===== config.mk =====
export PLATFORM = sky130hd
export DESIGN_NAME = img_packer_121
export DESIGN_NICKNAME = d
export VERILOG_FILES = /design/src/rtl/img_packer_121.sv
export SDC_FILE = /design/constraint.sdc
export NUM_CORES = 1
export LEC_CHECK = 0
export BUFFER_PORTS_ARGS = -buffer_cell sky130_fd_sc_hd__buf_2
export CORE_AREA = 2 2 385 387
export DETAILED_ROUTE_END_ITERATION = 12
export DIE_AREA = 0 0 387 389
export GPL_TIMING_DRIVEN = 0
export PLACE_DENSITY_LB_ADDON = 0.25
export SLEW_MARGIN = 20
export SYNTH_ARGS = -nofsm -noshare
export SYNTH_HDL_FRONTEND = slang
export SYNTH_SLANG_ARGS = --single-unit

===== constraint.sdc =====
create_clock -name clk -period 4.1 [get_ports clk]
set_input_delay 0.205 -clock clk [delete_from_list [all_inputs] [get_ports clk]]
set_output_delay 0.205 -clock clk [all_outputs]
set_load 0.005 [all_outputs]

===== src/rtl/img_packer_121.sv =====
// img_packer_121 -- collects a stream of NPIX pixels into one packed image
// word and hands it to the 121x32x10 network with a single-cycle start pulse.
// It then waits for the network's prediction-done before accepting more pixels.
//
// Parameters
//   NPIX    pixels per image
//   PW      bits per pixel
//   THRESH  binarize threshold (only meaningful with PACKER_BINARIZE_EN)
//
// Ports
//   clk         single clock, rising edge
//   rst         asynchronous reset, active low
//   pix_in      pixel data
//   pix_valid   pixel data valid
//   pix_sof     start-of-frame, qualified by pix_valid
//   pix_ready   packer accepts a pixel this cycle
//   img_source  packed image, pixel 0 in the LSBs
//   valid_top   one-cycle start pulse to the network
//   ready_top   prediction-done from the network
//   img_count   completed images handed to the network (wraps)
//   sof_err     sticky: a frame was restarted before it completed
//
// Build option
//   PACKER_BINARIZE_EN  when defined, each stored pixel becomes all-ones if
//                       pix_in >= THRESH, otherwise zero.
module img_packer_121 #(
  parameter int NPIX   = 121,
  parameter int PW     = 8,
  parameter int THRESH = 128
) (
  input  logic               clk,
  input  logic               rst,
  input  logic [PW-1:0]      pix_in,
  input  logic               pix_valid,
  input  logic               pix_sof,
  output logic               pix_ready,
  output logic [NPIX*PW-1:0] img_source,
  output logic               valid_top,
  input  logic               ready_top,
  output logic [15:0]        img_count,
  output logic               sof_err
);

  localparam int            IW       = (NPIX > 1) ? $clog2(NPIX) : 1;
  localparam logic [IW-1:0] LAST_IDX = IW'(NPIX - 1);

  typedef enum logic [1:0] {
    FILL,
    FIRE,
    WAIT
  } state_t;

  state_t        state_q;
  state_t        state_d;
  logic [IW-1:0] idx_q;
  logic [IW-1:0] slot;
  logic          accept;
  logic          last_pix;

`ifdef PACKER_BINARIZE_EN
  function automatic logic [PW-1:0] store_pix(input logic [PW-1:0] p);
    return (32'(p) >= THRESH) ? '1 : '0;
  endfunction
`else
  function automatic logic [PW-1:0] store_pix(input logic [PW-1:0] p);
    return p;
  endfunction

  // THRESH only matters for the binarizing build.
  logic unused_thresh;
  assign unused_thresh = ^THRESH;
`endif

  // Acceptance is derived from the state register directly so it does not
  // loop back through the output decode below.
  assign accept = pix_valid && (state_q == FILL);

  // A start-of-frame pixel always lands in slot 0, restarting the frame.
  assign slot     = pix_sof ? '0 : idx_q;
  assign last_pix = (slot == LAST_IDX);

  always_ff @(posedge clk or negedge rst) begin
    if (!rst) begin
      state_q <= FILL;
    end else begin
      state_q <= state_d;
    end
  end

  // ready_top is only looked at in WAIT; a done seen during FIRE belongs to
  // the previous image.
  always_comb begin
    state_d   = state_q;
    pix_ready = 1'b0;
    valid_top = 1'b0;
    case (state_q)
      FILL: begin
        pix_ready = 1'b1;
        if (accept && last_pix) begin
          state_d = FIRE;
        end
      end
      FIRE: begin
        valid_top = 1'b1;
        state_d   = WAIT;
      end
      WAIT: begin
        if (ready_top) begin
          state_d = FILL;
        end
      end
      default: state_d = FILL;
    endcase
  end

  // Image slots change only on accepted pixels, so the image stays frozen
  // from FIRE until the packer is back in FILL.
  always_ff @(posedge clk or negedge rst) begin
    if (!rst) begin
      idx_q      <= '0;
      img_source <= '0;
      img_count  <= '0;
      sof_err    <= 1'b0;
    end else begin
      if (accept) begin
        img_source[slot*PW +: PW] <= store_pix(pix_in);
        idx_q                     <= last_pix ? '0 : slot + IW'(1);
        if (pix_sof && (idx_q != '0)) begin
          sof_err <= 1'b1;
        end
      end
      if (state_q == FIRE) begin
        img_count <= img_count + 16'd1;
      end
    end
  end

endmodule


==> key figures <==
Route
  • Vias: 28258
  • Routed wire length: 168 mm
  • DR pass1 iterations: 5
  • DR WL/cell: 27.7 um
  • DRC errors left: 0
  • Initial DRC Count: 1434
  • Via density: 4.68
  • DRT antenna net count: 0

Setup path
  • Worst Setup EP: img_source[614]
  • Worst Path Class, Setup: flop to flop
  • CP Launch Type: flop
  • Largest stage delay, worst path: 420 ps
  • Slowest cell on crit path: dfrtp_1
  • Crit-path max FO: 12
  • R2R setup slack: 80 ps
  • Worst EP required: 4710 ps
  • FF-to-FF path depth: 14
  • Critical Path AT: 4630 ps
  • Critical-path cell list: buf_6 -> nor2b_4 -> inv_1 -> ha_1 -> buf_2 -> o21a_1 -> ha_4 -> nor3_4 -> nand3_1 -> buf_4 -> buf_6 -> nor3_4 -> buf_12 -> mux2_2
  • Crit. End Element: flop
  • Worst r2r src: idx_q[0]
  • R2r endpoint: img_source[614]
  • CP startpoint: idx_q[0]

Pwr
  • Total net switching power: 6.05 mW
  • Logic gate share of total power: 9.2%
  • Pwr/cell area: 421 nW/um2
  • Peak VDD IR: 0.325 mV
  • Sw frac: 26.9%
  • Clock power frac: 46.9%
  • P_int: 16.5 mW
  • Sequential power share: 44.0%
  • P_leak: 29.4 nW

Timing
  • Final Hold Fails: 0
  • Fin crit period: 4020 ps
  • Tightest Pin Transition: 1120 ps
  • Smallest hold slack: 41.5 ps
  • Fmax: 249 MHz
  • Final period util: 98.0%
  • Max Slew Vio Count: 0
  • Clock skew: 23.9 ps
  • Final setup viols: 0
  • RSZ-0062 raised after global routing: false
  • Relative slew slack: 23.4%

Yosys
  • Synthesized instance count: 2836
  • Synth top area share: 60.7%
  • Yosys reg bits: 994
  • Commonest cells post-synth: dfrtp_1 (994), mux2_2 (933), nor2_1 (217), clkbuf_1 (82), buf_2 (68)
  • Post-synth EDFFs: 0
  • Cells taking the most area after synthesis: dfrtp_1 (61%), mux2_2 (26%), nor3_4 (2.2%)
  • Seq/Total Area, Yosys: 60.7%
  • Mapped cell area: 41000 um2
  • Number of distinct library cells after synthesis: 62
  • Async S/R FF share, synth: 100%
  • Synth Flop Type: dfrtp_1
  • Most frequent cell after synthesis: dfrtp_1
  • Synthesis warning total: 0
  • Area leader, netlist: dfrtp_1
  • Syn_area_per_cell: 14.4 um2
  • Syn Nets: 2853

Layout
  • Post-layout util: 36.5%
  • Layout Nets: 4023
  • Final cell count without fillers: 6043
  • Filler instances: 14507
  • Synth-to-Final Area Change: 30.5%
  • Share of layout cells above drive strength 1: 58.0%

Status
  • Outcome: finished, final reports clean

Global route
  • Initial antenna violation count: 12
  • Total track usage: 21.7%
  • Largest net degree at the start of global routing: 132
  • First-pass GRT wire length: 232 mm
  • Gr ovfl total: 0
  • Vias in the first global route: 29160

Clock tree
  • Root Driver: clkbuf_16
  • TritonCTS Sinks: 994
  • CTS Buffer Depth: 3
  • CTS clk-pin slew, worst paths: 70 ps
  • CTS tree: done
  • Htree depth: 3
  • Skew-Pair Late Insertion Delay: 740 ps
  • CTS Buf Count: 115

Floorplanning
  • Row count: 141
  • Die area: 151000 um2
  • Initial core utilization: 27.9%
  • Core ar.: 147000 um2
  • Die Ht: 389 um
  • Ports: 1000
  • Die Width: 387 um

Placement
  • Dpl cells: 5776
  • Port Buffers: 999
  • RePlAce Congestion: 0.840
  • Detailed-placement wirelength estimate: 127 mm

Min path
  • Hold Path Class: input port to async pin

Flow run
  • Max-cap viol count: 0
how the worst min path moves through the flow:
| stage | to | slack, ps | cells after the start |
|---|---|---|---|
| global route | img_source[109] | 50 | 2 |
| finish | img_source[367] | 40 | 2 |
| floorplan | idx_q[0] | -90 | 0 |
| CTS | img_source[109] | 6 | 2 |
| detailed placement | img_source[367] | 200 | 1 |
| global placement | sof_err | 450 | 1 |
critical path: cells and delay by family, from the launching register on:
| kind | cells | cell delay [ps] |
|---|---|---|
| fa+ha+maj | 2 | 560 |
| simple gates | 4 | 1060 |
| compound gates | 1 | 220 |
| flops | 1 | 420 |
| mux | 1 | 330 |
| buf+inv | 6 | 1260 |
routing by layer:
layer / share of wire, % / global-route usage, %
met1: 39 / 25.6
met2: 50 / 37.6
met3: 7.6 / 6.70
met4: 3.4 / 7.12
met5: 0 / 0
sequential cells by signal, indices dropped and copies added, names as in the netlist:
register,flops
img_source,968
img_count,16
idx_q,7
state_q,2
sof_err,1
power by group through the flow:
| stage | Sequential, mW | Clock [mW] | Combinational, mW |
|---|---|---|---|
| floorplan | 10.1 | 0 | 0.900 |
| global placement | 10.1 | 0 | 2.04 |
| detailed placement | 10.1 | 0 | 2.09 |
| CTS | 9.90 | 10.8 | 2.12 |
| global route | 9.90 | 11.2 | 2.22 |
| finish | 9.90 | 10.6 | 2.06 |
repair_timing:
item                       in CTS  in global routing
pin swaps                      31                  6
hold endpoints to repair      241                  0
gates resized for setup        24                  8
hold buffers                    3                  0
setup endpoints to repair     834                376
buffers inserted               33                  8
through the flow:
stage	total power, mW	setup TNS [ps]	area (um2)	setup WS (ps)
final	22.5	0	53500	81.0
after global placement	12.1	-	48400	-20030
after floorplan	11.0	0	41000	423
after global routing	23.3	0	53500	4.65
after detailed placement	12.2	-837860	48700	-1560
after CTS	22.9	0	53300	8.19
final cells by class:
class	instances	area [um2]	area share, %
Buffer	177	911	1.70
Multi-Input combinational cell	1637	15200	28.4
Antenna cell	10	25.0	0.0468
Timing Repair Buffer	1054	6040	11.3
Tap cell	1930	2410	4.52
Inverter	27	101	0.190
Sequential cell	994	24900	46.5
Clock inverter	37	482	0.901
Clock buffer	177	3420	6.40
cells by family (layout without fill, tap and decap cells):
kind of cell	Yosys count	after routing	synth area share, %
AO/OA/AOI/OAI	49	49	0.925
XOR/XNOR	19	19	0.425
adder cells (fa/ha/maj)	4	4	0.122
buffers and inverters	205	1472	2.34
flip-flops	994	994	60.7
multiplexers	971	971	26.6
other	0	10	0
AND/OR/NAND/NOR	594	594	8.86
placed cells by master, fill, tap and decap left out, drive strengths merged, types with 19 or more instances in the layout:
cell type  instances
nor3             103
buf             1146
nand4             19
clkbuf           259
and2              33
nand2             63
dfrtp            994
nand3             47
inv               36
mux2             947
mux2i             24
or3               43
nor2             218
Power figures use the tool's default switching activity.
